`src/rtl/addr_gen_wu_burst.sv`:
```
// Row-major burst address generator: ROWS rows of ROW_LEN beats spaced ROW_STRIDE apart,
// with an optional en-counted idle gap after each row and optional looping of the whole pass.
module addr_gen_wu_burst #(
    parameter int ADDR_WIDTH = 12,
    parameter int BASE       = 0,
    parameter int ROW_LEN    = 53,
    parameter int ROWS       = 53,
    parameter int ROW_STRIDE = 53,
    parameter int PAUSE_LEN  = 2
) (
    input  logic                  clk,
    input  logic                  rst,
    input  logic                  start,
    input  logic                  en,
    input  logic                  clr,
    input  logic                  i_loop,
    output logic [ADDR_WIDTH-1:0] o_addr,
    output logic                  o_valid,
    output logic                  o_row_last,
    output logic                  o_last,
    output logic                  o_busy,
    output logic                  o_done
);

    localparam int CW = (ROW_LEN > 1) ? $clog2(ROW_LEN) : 1;
    localparam int RW = (ROWS > 1) ? $clog2(ROWS) : 1;
    localparam logic [ADDR_WIDTH-1:0] BASE_A   = ADDR_WIDTH'(BASE);
    localparam logic [ADDR_WIDTH-1:0] STRIDE_A = ADDR_WIDTH'(ROW_STRIDE);

    typedef enum logic [1:0] {S_IDLE, S_RUN, S_PAUSE, S_DONE} state_t;

    state_t                  state, state_n;
    logic [CW-1:0]           col, col_n;
    logic [RW-1:0]           row, row_n;
    logic [ADDR_WIDTH-1:0]   addr, addr_n;
    logic [ADDR_WIDTH-1:0]   row_start, row_start_n;
    logic                    col_end, row_end, pause_end;

    assign col_end = (col == CW'(ROW_LEN - 1));
    assign row_end = (row == RW'(ROWS - 1));

    // Pause counter only exists when a gap is configured; it sits at 0 outside PAUSE.
    generate
        if (PAUSE_LEN > 0) begin : g_pause
            localparam int PW = (PAUSE_LEN > 1) ? $clog2(PAUSE_LEN) : 1;
            logic [PW-1:0] pcnt;

            assign pause_end = (pcnt == PW'(PAUSE_LEN - 1));

            always_ff @(posedge clk) begin
                if (!rst || clr) begin
                    pcnt <= '0;
                end else if (state == S_PAUSE && en) begin
                    pcnt <= pause_end ? '0 : pcnt + 1'b1;
                end
            end
        end else begin : g_no_pause
            assign pause_end = 1'b1;
        end
    endgenerate

    always_ff @(posedge clk) begin
        if (!rst) begin
            state     <= S_IDLE;
            col       <= '0;
            row       <= '0;
            addr      <= BASE_A;
            row_start <= BASE_A;
        end else begin
            state     <= state_n;
            col       <= col_n;
            row       <= row_n;
            addr      <= addr_n;
            row_start <= row_start_n;
        end
    end

    always_comb begin
        state_n     = state;
        col_n       = col;
        row_n       = row;
        addr_n      = addr;
        row_start_n = row_start;
        if (clr) begin
            state_n     = S_IDLE;
            col_n       = '0;
            row_n       = '0;
            addr_n      = BASE_A;
            row_start_n = BASE_A;
        end else begin
            unique case (state)
                S_IDLE, S_DONE: begin
                    if (start) begin
                        state_n     = S_RUN;
                        col_n       = '0;
                        row_n       = '0;
                        addr_n      = BASE_A;
                        row_start_n = BASE_A;
                    end
                end
                S_RUN: begin
                    if (en) begin
                        if (!col_end) begin
                            col_n  = col + 1'b1;
                            addr_n = addr + 1'b1;
                        end else if (!row_end) begin
                            // Address moves to the next row start already on entering PAUSE.
                            row_n       = row + 1'b1;
                            col_n       = '0;
                            row_start_n = row_start + STRIDE_A;
                            addr_n      = row_start + STRIDE_A;
                            state_n     = (PAUSE_LEN > 0) ? S_PAUSE : S_RUN;
                        end else if (i_loop) begin
                            row_n       = '0;
                            col_n       = '0;
                            row_start_n = BASE_A;
                            addr_n      = BASE_A;
                            state_n     = (PAUSE_LEN > 0) ? S_PAUSE : S_RUN;
                        end else begin
                            state_n = S_DONE;
                        end
                    end
                end
                S_PAUSE: begin
                    if (en && pause_end) begin
                        state_n = S_RUN;
                    end
                end
                default: state_n = S_IDLE;
            endcase
        end
    end

    assign o_addr     = addr;
    assign o_valid    = (state == S_RUN);
    assign o_row_last = o_valid && col_end;
    assign o_last     = o_row_last && row_end;
    assign o_busy     = (state == S_RUN) || (state == S_PAUSE);
    assign o_done     = (state == S_DONE);

endmodule

```
`config.mk`:
```
export PLATFORM = sky130hd
export DESIGN_NAME = addr_gen_wu_burst
export DESIGN_NICKNAME = d
export VERILOG_FILES = /design/src/rtl/addr_gen_wu_burst.sv
export SDC_FILE = /design/constraint.sdc
export NUM_CORES = 1
export LEC_CHECK = 0
export BUFFER_PORTS_ARGS = -buffer_cell sky130_fd_sc_hd__buf_4
export CORE_ASPECT_RATIO = 0.6
export CORE_MARGIN = 2
export CORE_UTILIZATION = 55
export CTS_CLUSTER_SIZE = 16
export DETAILED_ROUTE_END_ITERATION = 12
export PLACE_DENSITY_LB_ADDON = 0.1
export SLEW_MARGIN = 20
export SYNTH_ARGS = -nofsm -noshare
export SYNTH_HDL_FRONTEND = slang
export SYNTH_SLANG_ARGS = --single-unit
```
`constraint.sdc`:
```
create_clock -name clk -period 3.5 [get_ports clk]
set_clock_uncertainty 0.05 [all_clocks]
set_input_delay 0.7 -clock clk [delete_from_list [all_inputs] [get_ports clk]]
set_output_delay 0.7 -clock clk [all_outputs]
set_load 0.01 [all_outputs]
```
### Word-level counts from Yosys, hierarchy flattened

Index checks and enable logic that the tools add are counted.
W data, S select, Z words.

| cells by class | value |
|---|---|
| add/subtract/negate cells | 5 |
| eq/ne operators | 11 |
| mux-type cells | 27 |
| bitwise gates (word level) | 1 |
| reduce and logical (&&, ||, !) cells | 14 |

Operators with widths:

| operator | count |
|---|---|
| $mux W12 | 7 |
| $mux W6 | 8 |
| $pmux W12 S2 | 2 |
| $pmux W6 S2 | 2 |
| $add A12 B1 Y12 const B | 1 |
| $add A12 B6 Y12 const B | 1 |
| $add A6 B1 Y6 const B | 2 |
| $eq A6 B6 Y1 const B | 2 |
| $mux W2 | 4 |
| $reduce_and A4 Y1 | 2 |
| $ne A2 B2 Y1 const B | 3 |
| $pmux W2 S3 | 1 |
| $reduce_and A5 Y1 | 1 |
| $eq A2 B2 Y1 const B | 2 |
| $logic_and A1 B1 Y1 | 4 |
| $ne A4 B4 Y1 const B | 1 |
| $reduce_or A2 Y1 | 2 |
| $mux W1 | 3 |
| $ne A3 B3 Y1 const B | 1 |
| $eq A2 B1 Y1 const B | 1 |
| $logic_not A2 Y1 | 1 |
| $logic_or A1 B1 Y1 | 2 |
| $ne A2 B1 Y1 const B | 1 |
| $reduce_bool A2 Y1 | 1 |
| 3 further kinds | 3 |

| word-level totals | value |
|---|---|
| register bits | 39 |
| output and inout port bits | 17 |
| logic and storage cells | 64 |

### Longest topological paths before layout

Gate-level depths: netlist of run 1.

| depth | value |
|---|---|
| depth after elaboration | 5 |
| depth in mapped cells | 10 |
| gate-level depth less buffers | 7 |

### Worst setup path before layout of run 1

OpenSTA, ideal clock, no wires.

| timing path | value |
|---|---|
| path kind | reg-to-output |
| start | reg state[1] |
| end | out o_last |
| arrival | 1298 ps |
| data required time | 2750 ps |
| path slack | 1452 ps |
| stages on the path, launching flop included | 6 |
| buffers on the path | 1 |
| cells stage by stage | dfxtp_1 -> inv_1 -> ha_1 -> clkbuf_1 -> nand3_2 -> nor2_1 |

| on the way | value |
|---|---|
| word-level cells in the longest chain between the ends | 3 |

Ends and longest elaborated chain:

| what | RTL line | RTL |
|---|---|---|
| start, declared | 32 | `state_t state, state_n;` |
| start signal, assigned | 70 | `state <= state_n;` |
| $eq A2 B1 Y1 | 135 | `assign o_valid = (state == S_RUN);` |
| via o_valid | 18 | `output logic o_valid,` |
| $logic_and A1 B1 Y1 | 136 | `assign o_row_last = o_valid && col_end;` |
| $logic_and A1 B1 Y1 | 137 | `assign o_last = o_row_last && row_end;` |
| end, declared | 20 | `output logic o_last,` |

The timed path passes the listed nets, and every way through them passes these cells.

### Worst setup path in the final report of run 1

| timing path | value |
|---|---|
| start | reg state[1] |
| end | out o_last |

| on the way | value |
|---|---|
| word-level cells in the longest chain between the ends | 3 |

Ends and longest elaborated chain:

| what | RTL line |
|---|---|
| $eq A2 B1 Y1 | 135 |
| $logic_and A1 B1 Y1 | 136 |
| $logic_and A1 B1 Y1 | 137 |

Every way passes these cells.

==> results.sh, run 1 <==
export IMPL_outcome="finished, final reports clean"
export IMPL_ant_nets=0
export IMPL_hold_class="reg2reg"
export IMPL_hold_buffers=0
export IMPL_cts_tree="done"
export IMPL_clkTransAtPathRegs_ns=0.08
export IMPL_synthArstFlopShare_pct=0
export IMPL_hold_violations=0
export IMPL_die_y_um=54.6
export IMPL_power_mw=0.916
export IMPL_grt_pass1_wl_um=9510
export IMPL_start_util_pct=57.2
export IMPL_synth_fp_nets=307
export IMPL_min_path_cells=2
export IMPL_wirelength_um=5930
export IMPL_fillers=372
export IMPL_p_int_mw=0.702
export IMPL_grt_use_total_pct=26.0
export IMPL_grt_setup_unrepaired="false"
export IMPL_ys_warn_count=0
export IMPL_start_kind="flop"
export IMPL_wl_per_cell_um=15.9
export IMPL_area_growth_synth_to_final_pct=13.7
export IMPL_seqPwrFrac_pct=49.0
export IMPL_grt_pass1_vias=1938
export IMPL_fmax_mhz=394
export IMPL_power_switching_share_pct=23.4
export IMPL_ctsHtreeMaxLevel=2
export IMPL_cts_resized=0
export IMPL_setup_viol=0
export IMPL_end_kind="primary output"
export IMPL_io_buffers=22
export IMPL_synth_edf_count=0
export IMPL_period_share_pct=72.4
export IMPL_via_per_inst=5.99
export IMPL_netlist_instances=291
export IMPL_grt_start_max_net_pins=24
export IMPL_coreArea_um2=4100
export IMPL_grt_overflow=0
export IMPL_required_ns=2.75
export IMPL_ys_ff_latch=39
export IMPL_vdd_drop_max_v=0.000214
export IMPL_finalCriticalPeriod_ns=2.54
export IMPL_leakagePower_nw=0.987
export IMPL_multi_input_area_um2=1450
export IMPL_cts_buffers=5
export IMPL_rr_worst_depth=8
export IMPL_rows=18
export IMPL_vias=2239
export IMPL_root_buffer="clkbuf_8"
export IMPL_ys_seq_area_share_pct=33.3
export IMPL_switching_power_mw=0.215
export IMPL_layout_drive_gt1_share_pct=12.4
export IMPL_clock_sinks=39
export IMPL_ys_types=53
export IMPL_ios=23
export IMPL_synth_area_um2=2340
export IMPL_criticalPathCategory="reg2out"
export IMPL_powerDensity_nw_per_um2=344
export IMPL_clk_insertion_delay_late_ns=0.29
export IMPL_n_antenna_cell=0
export IMPL_die_area_um2=4820
export IMPL_drv_cap=0
export IMPL_drt_iter0_drc=185
export IMPL_mostFrequentLayoutCell="dfxtp_1"
export IMPL_max_slew_margin_pct=36.4
export IMPL_ff_latch_area_um2=781
export IMPL_final_cell_mix="39 x dfxtp_1, 28 x nand2_1, 24 x buf_4, 23 x nor2_1, 22 x a21oi_1"
export IMPL_drtPass1Iterations=5
export IMPL_final_nets=329
export IMPL_place_gp_congestion=0.871
export IMPL_crit_arrival_ns=1.79
export IMPL_cts_setup_buffers=0
export IMPL_tns_ns=0
export IMPL_fp_dieW_um=88.3
export IMPL_critPathMaxFanout=13
export IMPL_cts_buffer_depth=2
export IMPL_p_clk_share_pct=42.4
export IMPL_tightest_slew_ns=0.954
export IMPL_combPwrFrac_pct=8.6
export IMPL_antenna_found_initial=0
export IMPL_drc=0
export IMPL_drv_slew=0
export IMPL_synth_area_per_cell_um2=8.05
export IMPL_dp_hpwl_um=4350
export IMPL_yosys_most_used_dff="dfxtp_1"
## layout make-up
| class | instances | area share [%] |
|---|---|---|
| timing repair buffer | 24 | 6.76 |
| clock buffer | 6 | 3.10 |
| sequential | 39 | 29.3 |
| inverter | 17 | 2.40 |
| tap | 60 | 2.82 |
| multi-input combinational | 226 | 54.3 |
| clock inverter | 2 | 1.32 |
## layer usage
metal / track usage (%) / vias up / wire length (um)
li1: - / 1104 / -
met1: 38.6 / 1038 / 2980
met2: 37.6 / 95 / 2400
met3: 7.84 / 2 / 550
met4: 4.04 / 0 / 4
met5: 0 / - / 0
## critical path: stages (launching register included)
cell     delay [ns]
dfxtp_1        0.36
inv_1          0.07
ha_1           0.45
nand3_2        0.29
nor2_1         0.19
buf_4          0.14
## cells by family after synthesis
| logic type | share of synthesized area, % |
|---|---|
| AOI/OAI and AO/OA | 24.3 |
| buffers and inverters | 4.97 |
| DFF | 33.3 |
| adders and majority gates | 5.34 |
| and+or+nand+nor | 25.4 |
| xor gates and xnor gates | 6.73 |
## sequential cells by signal, summed over array words and instances, names as in the netlist
register and flops:
row_start 12, o_addr 12, state 2, g_pause.pcnt 1
col 6, row 6
## power groups by stage
stage	clock [mW]	combinational, mW	sequential [mW]
final	0.389	0.0791	0.449
after global routing	0.409	0.0871	0.449
after CTS	0.393	0.0785	0.449
after detailed placement	0	0.0781	0.459
after global placement	0	0.0774	0.459
after floorplan	0	0.0572	0.459
## through the flow
step / hold slack, ns / setup slack (ns) / utilization [%] / instances / area [um2]
2_1_floorplan: 0.407 / 1.45 / - / 291 / 2340
3_3_place_gp: 0.427 / 1.14 / 62.1 / 366 / 2550
3_5_place_dp: 0.438 / 1.03 / 62.1 / 366 / 2550
4_1_cts: 0.450 / 0.976 / 65.0 / 374 / 2660
5_1_grt: 0.466 / 0.812 / 65.0 / 374 / 2660
6_report: 0.443 / 0.965 / 65.0 / 374 / 2660
## synthesized netlist by cell type (all sizes together), types with 2 or more instances
| cell | n | area, um2 |
|---|---|---|
| a21o | 5 | 45.0 |
| a21oi | 22 | 110 |
| a22o | 2 | 17.5 |
| a22oi | 2 | 15.0 |
| a311oi | 3 | 26.3 |
| and2 | 3 | 18.8 |
| and3 | 9 | 56.3 |
| and4 | 2 | 17.5 |
| and4b | 2 | 21.3 |
| buf | 6 | 40.0 |
| clkbuf | 3 | 12.5 |
| dfxtp | 39 | 781 |
| ha | 10 | 125 |
| inv | 17 | 63.8 |
| nand2 | 28 | 105 |
| nand2b | 2 | 12.5 |
| nand3 | 10 | 67.6 |
| nand4 | 8 | 50.1 |
| nand4b | 3 | 26.3 |
| nor2 | 23 | 86.3 |
| nor2b | 6 | 37.5 |
| nor3 | 6 | 35.0 |
| o211ai | 5 | 37.5 |
| o21ai | 24 | 120 |
| o22ai | 4 | 25.0 |
| o31ai | 2 | 15.0 |
| o32a | 3 | 30.0 |
| o32ai | 3 | 26.3 |
| or3 | 5 | 31.3 |
| or4 | 3 | 22.5 |
| xnor2 | 11 | 96.3 |
| xor2 | 7 | 61.3 |
## worst paths after layout
path                                from            to  slack [ns]
worst min-delay path              row[1]        row[1]        0.44
worst max register to register  state[1]  row_start[6]        1.00
worst max-delay path            state[1]        o_last        0.96
worst min register to register    row[1]        row[1]        0.44
(Power assumes the default switching activity.)
==> run 2, diff against run 1 <==
--- a/config.mk
+++ b/config.mk
@@ -8,7 +8,7 @@
 export BUFFER_PORTS_ARGS = -buffer_cell sky130_fd_sc_hd__buf_4
 export CORE_ASPECT_RATIO = 0.6
 export CORE_MARGIN = 2
-export CORE_UTILIZATION = 55
+export CORE_UTILIZATION = 53
 export CTS_CLUSTER_SIZE = 16
 export DETAILED_ROUTE_END_ITERATION = 12
 export PLACE_DENSITY_LB_ADDON = 0.1
==> constraint.sdc (replaced) <==
create_clock -name clk -period 2.2 [get_ports clk]
set_clock_uncertainty 0.05 [all_clocks]
set_input_delay 0.44 -clock clk [delete_from_list [all_inputs] [get_ports clk]]
set_output_delay 0.44 -clock clk [all_outputs]
set_load 0.01 [all_outputs]
==> results.sh, run 2 (synthesis results as in run 1) <==
export IMPL_outcome="finished, final reports clean"
export IMPL_dp_hpwl_um=4680
export IMPL_hold_class="reg2reg"
export IMPL_fmax_mhz=471
export IMPL_final_nets=349
export IMPL_clock_sinks=39
export IMPL_fillers=351
export IMPL_drt_iter0_drc=194
export IMPL_ctsHtreeMaxLevel=2
export IMPL_drv_cap=0
export IMPL_grt_pass1_wl_um=10400
export IMPL_cpLargestDelayFamily="simple AND/OR/NAND/NOR gates"
export IMPL_crit_arrival_ns=1.63
export IMPL_clkTransAtPathRegs_ns=0.08
export IMPL_tightest_slew_ns=0.776
export IMPL_max_slew_margin_pct=47.7
export IMPL_pre_cts_slack_ns=0.0752
export IMPL_design_area_um2=2850
export IMPL_vias=2390
export IMPL_via_per_inst=6.07
export IMPL_hold_end="row[1]"
export IMPL_area_growth_synth_to_final_pct=21.4
export IMPL_r2r_setup_slack_ns=0.13
export IMPL_antenna_found_initial=0
export IMPL_die_y_um=55.5
export IMPL_drtPass1Iterations=5
export IMPL_setup_viol=0
export IMPL_die_area_um2=4990
export IMPL_required_ns=1.71
export IMPL_wl_per_cell_um=16.6
export IMPL_root_buffer="clkbuf_8"
export IMPL_period_share_pct=96.5
export IMPL_rr_worst_depth=8
export IMPL_drc=0
export IMPL_min_path_cells=2
export IMPL_hold_violations=0
export IMPL_fp_dieW_um=89.8
export IMPL_crit_cells=6
export IMPL_grt_pass1_vias=2141
export IMPL_crit_buf_inv=3
export IMPL_worstHoldStart="row[1]"
export IMPL_critPathMaxFanout=8
export IMPL_place_gp_congestion=0.867
export IMPL_postPlaceCellArea_um2=2670
export IMPL_rows=18
export IMPL_layout_drive_gt1_share_pct=18.6
export IMPL_cts_buffers=5
export IMPL_multi_input_area_um2=1480
export IMPL_finalCriticalPeriod_ns=2.12
export IMPL_n_antenna_cell=0
export IMPL_drv_slew=0
export IMPL_dp_cells=382
export IMPL_finalNonFillerCells=394
export IMPL_final_cell_mix="43 x buf_4, 38 x dfxtp_1, 28 x nand2_1, 22 x nor2_1, 22 x a21oi_1"
export IMPL_cts_buffer_depth=2
export IMPL_ff_latch_area_um2=782
export IMPL_cts_tree="done"
export IMPL_vdd_drop_max_v=0.000475
export IMPL_hold_buffers=0
export IMPL_reg2reg_to="row_start[6]"
export IMPL_clk_insertion_delay_late_ns=0.29
export IMPL_crit_chain="inv_1 -> ha_1 -> and4b_2 -> nand3_4 -> inv_1 -> buf_4"
export IMPL_wirelength_um=6550
export IMPL_mostFrequentLayoutCell="buf_4"
export IMPL_tns_ns=0
export IMPL_powerDensity_nw_per_um2=532
export IMPL_crit_slowest_cell="dfxtp_1"
export IMPL_end_kind="primary output"
export IMPL_start_kind="flop"
export IMPL_grt_overflow=0
export IMPL_reg2reg_from="state[0]"
export IMPL_criticalPathCategory="reg2out"
export IMPL_grt_start_max_net_pins=16
export IMPL_io_buffers=22
export IMPL_leakagePower_nw=1.09
export IMPL_ant_nets=0
export IMPL_crit_path_frequent_cell="inv_1"
export IMPL_coreArea_um2=4170
export IMPL_ios=23
export IMPL_grt_setup_unrepaired="false"
export IMPL_start_util_pct=56.2
export IMPL_cpPeakStageDelay_ns=0.40
export IMPL_power_mw=1.51
export IMPL_grt_use_total_pct=26.0
export IMPL_finalWorstSetupSlack_ns=0.0771
[run 2: cell count changes in the layout (fill, tap and decap cells not counted), sizes merged]
cell,change
buf,+19
nand3,+1
[run 2: tightest hold or removal path, cell delays in order, from the launching register on]
cell	delay, ns
dfxtp_1	0.34
nand2_1	0.06
a21oi_1	0.05
[run 2: how the worst max path moves through the flow]
stage	start	endpoint
after floorplan	state[0]	row_start[6]
after global placement	state[0]	row_start[6]
after detailed placement	state[0]	row_start[6]
after CTS	col[1]	o_last
after global routing	col[1]	o_row_last
final	col[1]	o_row_last
[run 2: what timing repair did]
| action | 4_1_cts | 5_1_grt |
|---|---|---|
| buffers inserted | 0 | 3 |
| pin swaps | 0 | 0 |
| setup endpoints to repair | 1 | 10 |
| cloned | 0 | 1 |
| resized for setup | 1 | 4 |
[run 2: where the power goes]
group	total, mW	switching, mW	leakage [nW]	internal, mW
registers	0.712	0.00329	0.315	0.709
clock network	0.634	0.266	0.0612	0.367
logic	0.166	0.0980	0.713	0.0685
[run 2: per-stage QoR]
stage	hold slack [ns]	util (%)
3_3_place_gp	0.425	64.0
5_1_grt	0.470	68.3
4_1_cts	0.445	67.0
3_5_place_dp	0.435	64.0
2_1_floorplan	0.407	-
6_report	0.441	68.3
[run 2: area by class of cell]
cell class / instances / area share, %
clock buffers: 6 / 2.90
inverters: 17 / 2.24
repair buffers: 43 / 11.3
clock inverters: 2 / 1.23
well taps: 60 / 2.64
multi-input cells: 227 / 52.2
flip-flops and latches: 39 / 27.5
[run 2: per-layer routing]
metal / track usage [%] / routed length (um) / vias to the layer above
met5: 0 / 0 / -
met4: 5.71 / 59 / 0
met3: 7.23 / 653 / 8
met2: 37.3 / 2720 / 121
met1: 38.7 / 3120 / 1107
li1: - / - / 1154
